<file path="src/rtl/multicycle_chunked_adder_pkg.sv">
// Shared definitions for the multicycle chunked adder.
//   state_t    : controller states (IDLE=0, RUN=1, DONE=2)
//   idx_width  : width of the chunk index counter for a given chunk count
package multicycle_chunked_adder_pkg;

  typedef enum logic [1:0] {
    IDLE = 2'd0,
    RUN  = 2'd1,
    DONE = 2'd2
  } state_t;

  // A single-chunk adder still needs a 1-bit index so the counter stays legal.
  function automatic int idx_width(input int n);
    return (n > 1) ? $clog2(n) : 1;
  endfunction

endpackage

</file>
<file path="src/rtl/multicycle_chunked_adder_chunk.sv">
// Combinational CHUNK-bit adder slice used once per clock by the top.
// Ports:
//   x, y  in   CHUNK  operand chunks (y already inverted for subtraction)
//   cin   in   1      carry into the slice
//   s     out  CHUNK  slice sum
//   cout  out  1      carry out of the slice MSB
//   cmsb  out  1      carry into the slice MSB (used for signed overflow)
module multicycle_chunked_adder_chunk #(
  parameter int CHUNK = 8
) (
  input  logic [CHUNK-1:0] x,
  input  logic [CHUNK-1:0] y,
  input  logic             cin,
  output logic [CHUNK-1:0] s,
  output logic             cout,
  output logic             cmsb
);

  logic [CHUNK:0] full;

  assign full = {1'b0, x} + {1'b0, y} + {{CHUNK{1'b0}}, cin};
  assign s    = full[CHUNK-1:0];
  assign cout = full[CHUNK];
  // The MSB sum bit is x^y^carry_in, so the carry into it falls out directly.
  assign cmsb = s[CHUNK-1] ^ x[CHUNK-1] ^ y[CHUNK-1];

endmodule

</file>
<file path="src/rtl/multicycle_chunked_adder.sv">
// Sequential adder/subtractor processing CHUNK bits per clock, LSB chunk first.
// WIDTH must be an integer multiple of CHUNK.
// Ports:
//   clk       in   1      rising-edge clock
//   reset     in   1      synchronous, active-high reset
//   start     in   1      request, sampled only when not busy (IDLE or DONE)
//   sub       in   1      0: a+b+carryin, 1: a-b-carryin
//   a, b      in   WIDTH  operands, captured on an accepted start
//   carryin   in   1      carry/borrow in, captured on an accepted start
//   busy      out  1      high while chunks are being processed
//   done      out  1      one-cycle pulse, results valid
//   sum       out  WIDTH  result, held from done until the next accepted start
//   carryout  out  1      raw carry out of the MSB (sub: 1 = no borrow)
//   overflow  out  1      two's-complement signed overflow
//   zero      out  1      sum == 0
//
// state | meaning
// ------+------------------------------------------------------------
// IDLE  | waiting for start; outputs hold the last result
// RUN   | one chunk added per edge, index k counts 0..NCHUNK-1
// DONE  | single cycle with done=1; a start here goes straight to RUN
module multicycle_chunked_adder
  import multicycle_chunked_adder_pkg::*;
#(
  parameter int WIDTH = 32,
  parameter int CHUNK = 8
) (
  input  logic             clk,
  input  logic             reset,
  input  logic             start,
  input  logic             sub,
  input  logic [WIDTH-1:0] a,
  input  logic [WIDTH-1:0] b,
  input  logic             carryin,
  output logic             busy,
  output logic             done,
  output logic [WIDTH-1:0] sum,
  output logic             carryout,
  output logic             overflow,
  output logic             zero
);

  localparam int NCHUNK = WIDTH / CHUNK;
  localparam int KW     = idx_width(NCHUNK);
  localparam logic [KW-1:0]    KLAST = KW'(NCHUNK - 1);
  localparam logic [WIDTH-1:0] CMASK = WIDTH'({CHUNK{1'b1}});

  state_t           state;
  logic [WIDTH-1:0] a_r;
  logic [WIDTH-1:0] b_r;
  logic             c_r;
  logic [KW-1:0]    k;

  logic [31:0]      base;
  logic [CHUNK-1:0] x_k;
  logic [CHUNK-1:0] y_k;
  logic [CHUNK-1:0] s_k;
  logic             cout_k;
  logic             cmsb_k;
  logic [WIDTH-1:0] sum_nxt;

  // Bit offset of the current chunk; shifts keep the select free of index-width issues.
  assign base = 32'(k) * 32'(CHUNK);
  assign x_k  = CHUNK'(a_r >> base);
  assign y_k  = CHUNK'(b_r >> base);

  multicycle_chunked_adder_chunk #(
    .CHUNK(CHUNK)
  ) u_chunk (
    .x   (x_k),
    .y   (y_k),
    .cin (c_r),
    .s   (s_k),
    .cout(cout_k),
    .cmsb(cmsb_k)
  );

  // sum with chunk k replaced; used both for the register update and the zero flag.
  always_comb begin
    sum_nxt = (sum & ~(CMASK << base)) | (WIDTH'(s_k) << base);
  end

  always_ff @(posedge clk) begin
    if (reset) begin
      state    <= IDLE;
      busy     <= 1'b0;
      done     <= 1'b0;
      sum      <= '0;
      carryout <= 1'b0;
      overflow <= 1'b0;
      zero     <= 1'b0;
      a_r      <= '0;
      b_r      <= '0;
      c_r      <= 1'b0;
      k        <= '0;
    end else begin
      done <= 1'b0;
      case (state)
        IDLE, DONE: begin
          if (start) begin
            a_r   <= a;
            b_r   <= sub ? ~b : b;
            c_r   <= sub ? ~carryin : carryin;
            k     <= '0;
            busy  <= 1'b1;
            state <= RUN;
          end else begin
            state <= IDLE;
          end
        end
        RUN: begin
          sum <= sum_nxt;
          c_r <= cout_k;
          k   <= k + KW'(1);
          if (k == KLAST) begin
            state    <= DONE;
            busy     <= 1'b0;
            done     <= 1'b1;
            carryout <= cout_k;
            overflow <= cmsb_k ^ cout_k;
            zero     <= (sum_nxt == '0);
          end
        end
        default: state <= IDLE;
      endcase
    end
  end

endmodule

</file>
<file path="config.mk">
export PLATFORM = sky130hd
export DESIGN_NAME = multicycle_chunked_adder
export DESIGN_NICKNAME = d
export VERILOG_FILES = /design/src/rtl/multicycle_chunked_adder_pkg.sv /design/src/rtl/multicycle_chunked_adder_chunk.sv /design/src/rtl/multicycle_chunked_adder.sv
export SDC_FILE = /design/constraint.sdc
export NUM_CORES = 1
export LEC_CHECK = 0
export ABC_AREA = 0
export BUFFER_PORTS_ARGS = -buffer_cell sky130_fd_sc_hd__clkbuf_2
export CORE_AREA = 4 4 115 106
export CTS_BUF_LIST = sky130_fd_sc_hd__clkbuf_4
export CTS_CLUSTER_SIZE = 10
export DETAILED_ROUTE_END_ITERATION = 7
export DIE_AREA = 0 0 119 110
export PLACE_DENSITY = 0.67
export SYNTH_ARGS = -nofsm -noshare
export SYNTH_HDL_FRONTEND = slang
export SYNTH_HIERARCHICAL = 1
export SYNTH_SLANG_ARGS = --single-unit
</file>
<file path="constraint.sdc">
create_clock -name clk -period 8.25 [get_ports clk]
set_input_delay 0.4125 -clock clk [delete_from_list [all_inputs] [get_ports clk]]
set_output_delay 0.4125 -clock clk [all_outputs]
set_load 0.02 [all_outputs]
</file>
# Word-level counts from Yosys, hierarchy flattened
# Cells that the tools add are included.
word_totals:
  romBits: 0
  register_bits: 106
  elab_cells: 54
  latchBits: 0
  ramBits: 0
  n_memories: 0
classes:
  n_reduce_logical: 9
  bitwise_logic: 9
  shifts: 4
  n_lt_le_gt_ge: 0
  n_mux: 13
  n_div: 0
  eq_ne: 5
  n_mul: 0
  add_sub_neg: 3
ops:
  columns: ["op", "count"]
  rows:
  - ["NOT 32 bit", 2]
  - [">> shifter 32 x 5 -> 8 bit", 2]
  - ["AND 32 bit", 1]
  - ["logical NOT 32 bit", 1]
  - ["2-to-1 mux 32 bit", 1]
  - ["bitwise OR 32 bit", 1]
  - ["<< shifter 8 x 5 -> 32 bit", 1]
  - ["<< shifter 8 x 5 -> 32 bit (first input constant)", 1]
  - ["adder 8 x 8 -> 9 bit", 1]
  - ["adder 9 x 1 -> 9 bit", 1]
  - ["one-hot mux 2 bit (2 select lines)", 2]
  - ["2-to-1 mux 1 bit", 6]
  - ["AND reduction 2 bit", 3]
  - ["== test 2 bit (second input constant)", 2]
  - ["2-to-1 mux 2 bit", 2]
  - ["!= test 2 bit (second input constant)", 2]
  - ["one-hot mux 1 bit (2 select lines)", 2]
  - ["OR reduction 2 bit", 2]
  - ["AND reduction 3 bit", 1]
  - ["XOR 1 bit", 3]
  - ["adder 2 x 1 -> 2 bit (second input constant)", 1]
  - ["== test 2 x 1 -> 1 bit (second input constant)", 1]
  - ["logical NOT 2 bit", 1]
  - ["NOT 1 bit", 2]
  - ["nonzero test 2 bit", 1]

# Logic depth before layout (Yosys ltp)
# Gate-level depths: netlist (run 1).
depth:
  ltp_word: 6
  ltp_mapped: 15

# Cells and area by module
# The synthesis (run 1) kept the hierarchy.
by_module_without_submodules:
  columns: ["mod", "cells_per_inst", "instances", "area_each_um2", "seq_area_each_um2"]
  rows:
  - ["multicycle_chunked_adder", 498, 1, 4509.3, 2122.0]
  - ["multicycle_chunked_adder_chunk", 43, 1, 376.6, 0.0]

# Worst setup path before layout (run 1)
# No wires, ideal clock.
synth_timing:
  path_kind: "reg-to-reg"
  from: "register k[0]"
  to: "register zero"
  arrival_time_ns: 4.530
  slack_ns: 3.624
  path_stages_with_launch: 15
  required_ns: 8.154
  n_path_buf: 3
  period_less_slack_ns: 4.626
  cell_sequence: "dfxtp_1 > buf_2 > buf_1 > buf_2 > mux4_2 > fa_1 > a211oi_2 > nor2_1 > a41oi_2 > xnor2_1 > nand3_1 > o221ai_1 > or4_1 > or4_1 > o41ai_2"
synth_via:
  elab_chain_len: 6
synth_rtl:
  columns: ["element", "line_no", "rtl"]
  rows:
  - ["start: declaration", "multicycle_chunked_adder.sv:52", "logic [KW-1:0] k;"]
  - ["start signal: assignment", "multicycle_chunked_adder.sv:114", "k <= k + KW'(1);"]
  - [">> shifter 32 x 5 -> 8 bit", "multicycle_chunked_adder.sv:65", "assign y_k = CHUNK'(b_r >> base);"]
  - ["via y_k[0]", "multicycle_chunked_adder.sv:56", "logic [CHUNK-1:0] y_k;"]
  - ["adder 8 x 8 -> 9 bit", "multicycle_chunked_adder_chunk.sv:21", "assign full = {1'b0, x} + {1'b0, y} + {{CHUNK{1'b0}}, cin};"]
  - ["adder 9 x 1 -> 9 bit", "multicycle_chunked_adder_chunk.sv:21", null]
  - ["via s_k[7]", "multicycle_chunked_adder.sv:57", "logic [CHUNK-1:0] s_k;"]
  - ["<< shifter 8 x 5 -> 32 bit", "multicycle_chunked_adder.sv:80", "sum_nxt = (sum & ~(CMASK << base)) | (WIDTH'(s_k) << base);"]
  - ["bitwise OR 32 bit", "multicycle_chunked_adder.sv:80", null]
  - ["logical NOT 32 bit", "multicycle_chunked_adder.sv:121", "zero <= (sum_nxt == '0);"]
  - ["end signal: assignment", "multicycle_chunked_adder.sv:121", null]
  - ["end: declaration", "multicycle_chunked_adder.sv:40", "output logic zero"]
# The timed path passes the listed nets, and every way through them passes these cells.
# A chain may end at the register's enable or synchronous reset.

# Worst setup path after layout (run 1)
# Same ends and word-level chain as after synthesis.

==> metrics, run 1 <==
status finished, final reports clean; detailed-route DRC error count 0; Startpoint Class flip-flop; ys async rst share 0%; Clock Tree Root clkbuf_4; Die Height 110 um; Min-Delay Path Class primary input to flip-flop; Pins Over Slew Limit 0; non-filler cells, final 773; Critical Path RT 8.62 ns; clk buf depth 2; final wirelength 12100 um; Initial Utilization 45.0%; DRT Pass-1 Iters 5; H-tree depth 3; Pleak 2.28 nW; syn_area_per_cell 9.03 sq um; share of layout cells above drive strength 1 23.5%; Final Hold Vio Count 0; WP data arrival 5.11 ns; total power draw 1.09 mW; Synth cell types 45; number of max-cap violations 0; synth warn 6; setup TNS 0 ns; Port-buffer cells 105; hold_buf cts 0; synthesis-to-finish area growth 15.2%; post-synthesis cell area 4890 sq um; r2r setup slk 3.51 ns; Chip Width 119 um; Peak VDD IR 73.6 uV; io pins 106; fraction of synthesized cell area in xor and xnor cells 7.45%; Setup violations, final 0; Commonest cells post-synth dfxtp_1, nor2_1, nand2_1; simple-gate share of the synthesized area 15.9%; antenna violations before repair 0; Critical Path End Type flip-flop; Synth Flop Type dfxtp_1; placed cell area 5470 sq um; clock latency on the worst-skew pair 0.45 ns; post-route core utilization 51.9%; post-route setup slack 3.51 ns; share of the yosys chip area belonging to registers 43.4%; Final Cycle Share 57.5%; worst slew pin tran 1.09 ns; skew final 0.0153 ns; Post-DRT Antenna Nets 0; CTS buffer count 9; post-synth top area share 43.4%; routed len/inst 15.6 um; post-synthesis mux area share 7.38%; CTS Sinks 106; placed cells 757; Setup Crit Path Kind flip-flop to flip-flop; # nets final 698; Power Dens Cells 193 nW/um^2; vias in the first global route 3925; Synth Area in Compound Gates 18.4%; CTS clk-pin slew, worst paths 0.16 ns; Tmin final 4.74 ns; vias 4095; largest family of logic cells by synthesized area compound AO/OA/AOI/OAI gates; RSZ-0062 raised after global routing false; largest net degree at the start of global routing 99; Setup Buffers After CTS 0; top cell type by total area after synthesis dfxtp_1; first-pass GRT wire length 19400 um; Core Area 10900 sq um; initial drt markers 328; FMAX 211 MHz; grt total ovfl 0; CTS tree done; Cells after Synth 541; ranking of synthesized cells by area dfxtp_1, mux4_2, xnor2_1; number of synthesized flops with an enable pin 0; post-DR vias/cell 5.30; design area 5630 sq um; Slew headroom 27.2%; syn_nets 623; adder-cell area share of the yosys netlist 3.64%; GPL Wtd Cong 0.816; Total Die Area 13100 sq um; FF+latch count, synth 106; diode count 0; total track usage 18.4%; cell with the most instances after synthesis dfxtp_1; num rows 36; Crit Path Max Fanout 16; hold slack 0.155 ns; Post-CTS Resized 0; Place WS 3.59 ns; Final HPWL DP 8730 um
## report_power, final
part	internal, mW	switching (mW)	leakage, nW
clock network	0.123	0.168	0.0816
registers	0.543	0.0222	0.868
logic	0.0960	0.133	1.33
## worst max-delay path, stage by stage, from the launching register on
cell and delay (ns):
dfxtp_1 0.70, buf_4 0.38, mux4_2 0.56, fa_1 0.52
a211oi_2 0.27, nor2_1 0.11, a41oi_2 0.26, xnor2_1 0.24
nand3_1 0.15, o221ai_1 0.14, or4_1 0.44, or4_1 0.55
o41ai_2 0.33
## path summary, 6_finish.rpt
check / cells past startpoint / from / endpoint
worst min-delay path: 3 / a[24] / a_r[24]$_SDFFE_PP0P_
worst max register to register: 12 / k[0]$_SDFFE_PP0P_ / zero$_SDFFE_PP0P_
worst min register to register: 2 / a_r[26]$_SDFFE_PP0P_ / a_r[26]$_SDFFE_PP0P_
worst max-delay path: 12 / k[0]$_SDFFE_PP0P_ / zero$_SDFFE_PP0P_
## cells in the final DEF, fill, tap and decap left out, types with 2 or more instances in the layout
master     Yosys  final
o21bai_1       2      2
dfxtp_1      106    106
nor2_1        82     82
fa_1           2      2
nor3_1         5      5
nor4_1         5      5
nand3_1        4      4
a221oi_1       2      2
bufinv_16      0      2
mux4_2        16     16
nand2b_1       3      3
buf_4          0      5
and3_1         4      4
a21oi_1       43     43
inv_1          4      4
nand3b_1       2      2
xnor2_1       36     36
clkbuf_4       0      9
a22oi_1       32     32
a21o_1         2      2
or4_1          4      4
a211oi_1      33     33
ha_1          11     11
xor2_1         3      3
clkinv_1       0      2
o21ai_0        4      4
clkbuf_2       1    104
nand2_1       72     72
## registers in the layout, indices dropped and copies added, names as in the netlist
name and count:
a_r 32, b_r 32, sum 32, k 2, state 2, busy 1, c_r 1, carryout 1
done 1, overflow 1, zero 1
## metal layers
| layer | wire length [um] | up-vias | track usage [%] | share of wire, % |
|---|---|---|---|---|
| met3 | 732 | 10 | 3.98 | 6.1 |
| met4 | 100 | 0 | 4.55 | 0.83 |
| met5 | 0 | - | 0 | 0 |
| met1 | 5740 | 1894 | 25.7 | 48 |
| met2 | 5490 | 128 | 29.4 | 46 |
| li1 | - | 2063 | - | - |
## logic make-up after synthesis
| kind of cell | Yosys count |
|---|---|
| buffers and inverters | 49 |
| muxes | 16 |
| DFF | 106 |
| and+or+nand+nor | 186 |
| xor gates and xnor gates | 40 |
| adders and majority gates | 13 |
| AOI/OAI and AO/OA | 131 |
## cell type report
type,count,area (sq um)
repair buffers,109,558
well taps,152,190
multi-input cells,386,2580
inverters,4,15.0
flip-flops and latches,106,2120
fillers,1011,5230
clock buffers,9,67.6
clock inverters,7,92.6
Power figures use the tool's default switching activity.
==> run 2: changes to the inputs <==
clock period = 4.8 ns   (was 8.25 ns; I/O delays follow)
==> run 2 against run 1 <==
Flip-flop and latch count did not move; wire length rose by 5.4%; clock power rose by 71%.
==> metrics, run 2 (synthesis gave the netlist of run 1 again) <==
total track usage 19.8% (was 18.4%); first-pass GRT wire length 20800 um (was 19400 um); RR Startpoint k[0]$_SDFFE_PP0P_ (unchanged); Pleak 2.42 nW (was 2.28 nW); grt total ovfl 0 (unchanged); Min-Delay Path Class primary input to flip-flop (unchanged); Post-DRT Antenna Nets 0 (unchanged); Setup Buffers After CTS 0 (unchanged); Bufs and invs on worst path 1 (unchanged); GPL Wtd Cong 0.935 (was 0.816); Slew headroom 32.3% (was 27.2%); Critical Path RT 5.17 ns (was 8.62 ns); Chip Width 119 um (unchanged); Die Height 110 um (unchanged); Critical Path End Type flip-flop (unchanged); share of layout cells above drive strength 1 22.9% (was 23.5%); Tmin final 4.06 ns (was 4.74 ns); r2r setup slk 0.74 ns (was 3.51 ns); worst slew pin tran 1.02 ns (was 1.09 ns); io pins 106 (unchanged); Setup violations, final 0 (unchanged); Clock Tree Root clkbuf_4 (unchanged); worst reg2reg path depth 12 (unchanged); CTS clk-pin slew, worst paths 0.16 ns (about the same); H-tree depth 3 (unchanged); final wirelength 12700 um (was 12100 um); Setup Crit Path Kind flip-flop to flip-flop (unchanged); FF-to-FF End zero$_SDFFE_PP0P_ (unchanged); Port-buffer cells 105 (unchanged); largest net degree at the start of global routing 99 (unchanged); design area 5960 sq um (was 5630 sq um); vias in the first global route 4252 (was 3925); Power Dens Cells 317 nW/um^2 (was 193 nW/um^2); Hold Path End a_r[17]$_SDFFE_PP0P_ (was a_r[24]$_SDFFE_PP0P_); post-DR vias/cell 5.33 (was 5.30); Final Cycle Share 84.5% (was 57.5%); clock latency on the worst-skew pair 0.46 ns (was 0.45 ns); hold_sp a[17] (was a[24]); hold path depth 3 (unchanged); Final Hold Vio Count 0 (unchanged); detailed-route DRC error count 0 (unchanged); Top delay family on crit path simple AND/OR/NAND/NOR gates (unchanged); Crit Path Max Fanout 18 (was 16); Place WS 0.777 ns (was 3.59 ns); CTS buffer count 9 (unchanged); skew final 0.0153 ns (about the same); Total Die Area 13100 sq um (unchanged); number of max-cap violations 0 (unchanged); CP dominant cell by count or4_1 (unchanged); routed len/inst 15.7 um (was 15.6 um); setup TNS 0 ns (unchanged); commonest non-fill, non-tap cell in the layout dfxtp_1 (unchanged); DRT Pass-1 Iters 4 (was 5); RSZ-0062 raised after global routing false (unchanged); clk buf depth 2 (unchanged); post-route core utilization 54.9% (was 51.9%); most frequent cells in the layout dfxtp_1, clkbuf_2, nor2_1 (unchanged); met1 usage 26.3% (was 25.7%); CTS Sinks 106 (unchanged); Initial Utilization 45.0% (unchanged); post-route setup slack 0.744 ns (was 3.51 ns); Final HPWL DP 9080 um (was 8730 um); status finished, final reports clean (unchanged); CP Cell Sequence buf_4 -> mux4_2 -> ha_1 -> a211oi_2 -> nor2_1 -> a41oi_2 -> xnor2_1 -> nand3_1 -> o221ai_1 -> or4_1 -> or4_1 -> o41ai_2 (was buf_4 -> mux4_2 -> fa_1 -> a211oi_2 -> nor2_1 -> a41oi_2 -> xnor2_1 -> nand3_1 -> o221ai_1 -> or4_1 -> or4_1 -> o41ai_2); FMAX 247 MHz (was 211 MHz); # nets final 732 (was 698); Startpoint Class flip-flop (unchanged); global routing's busiest layer met2 (unchanged); Pins Over Slew Limit 0 (unchanged); Top Registers a_r x32, b_r x32, sum x32 (unchanged); num rows 36 (unchanged); initial drt markers 327 (was 328); CTS tree done (unchanged); vias 4305 (was 4095); placed cell area 5490 sq um (was 5470 sq um); diode count 0 (unchanged); WP data arrival 4.43 ns (was 5.11 ns); crit-path max cell delay 0.58 ns (was 0.70 ns); antenna violations before repair 0 (unchanged); Core Area 10900 sq um (unchanged); met3 Track Usage GR 4.49% (was 3.98%); grt met2 use 32.6% (was 29.4%); CP max-delay cell mux4_2 (was dfxtp_1); Peak VDD IR 172 uV (was 73.6 uV); synthesis-to-finish area growth 22.0% (was 15.2%)
==> run 2: changes by cell type in the layout (fill, tap and decap cells not counted), sizes merged <==
cell / change
dlygate4sd3: +31
buf: +3
clkinv: -1
clkinvlp: +1
==> run 2: layer usage <==
layer | vias to the layer above | wire length (um)
li1 | 2124 | -
met5 | - | 0
met3 | 19 | 688
met1 | 2036 | 5810
met4 | 0 | 246
met2 | 126 | 5970
==> run 2: worst min-delay path: stages <==
cell,delay (ns)
clkbuf_2,0.08
nand2_1,0.07
a21oi_1,0.06
==> run 2: how the worst max path moves through the flow <==
stage | from | end | slack, ns | cells past startpoint
finish | k[0]$_SDFFE_PP0P_ | zero$_SDFFE_PP0P_ | 0.74 | 12
global route | k[0]$_SDFFE_PP0P_ | zero$_SDFFE_PP0P_ | 0.47 | 12
CTS | k[0]$_SDFFE_PP0P_ | zero$_SDFFE_PP0P_ | 0.72 | 12
detailed placement | k[0]$_SDFFE_PP0P_ | zero$_SDFFE_PP0P_ | 0.78 | 12
global placement | k[0]$_SDFFE_PP0P_ | zero$_SDFFE_PP0P_ | 0.82 | 12
floorplan | k[0]$_SDFFE_PP0P_ | zero$_SDFFE_PP0P_ | 0.17 | 14
==> run 2: timing repair <==
item | in CTS | in global routing
hold endpoints to repair | 31 | 0
resized for setup | 0 | 0
hold buffers | 31 | 0
==> run 2: layout make-up <==
type	instances	area, sq um
Sequential cell	106	2120
Tap cell	152	190
Clock buffer	9	67.6
Timing Repair Buffer	143	891
Fill cell	996	4890
Multi-Input combinational cell	386	2580
Clock inverter	7	92.6
Inverter	4	15.0
==> run 2: through the flow <==
stage          instances  hold slack (ns)  power (mW)
6_report             807           0.0375        1.89
5_1_grt              807           0.0159        1.99
4_1_cts              807         0.000400        1.90
3_5_place_dp         760            0.445        1.39
3_3_place_gp         760            0.443        1.38
2_1_floorplan        541            0.376        1.26
==> run 2: report_power, final <==
part / internal [mW] / total [mW] / leakage, nW / switching, mW
clock: 0.210 / 0.497 / 0.0800 / 0.286
combinational: 0.183 / 0.424 / 1.47 / 0.241
sequential: 0.933 / 0.968 / 0.868 / 0.0356
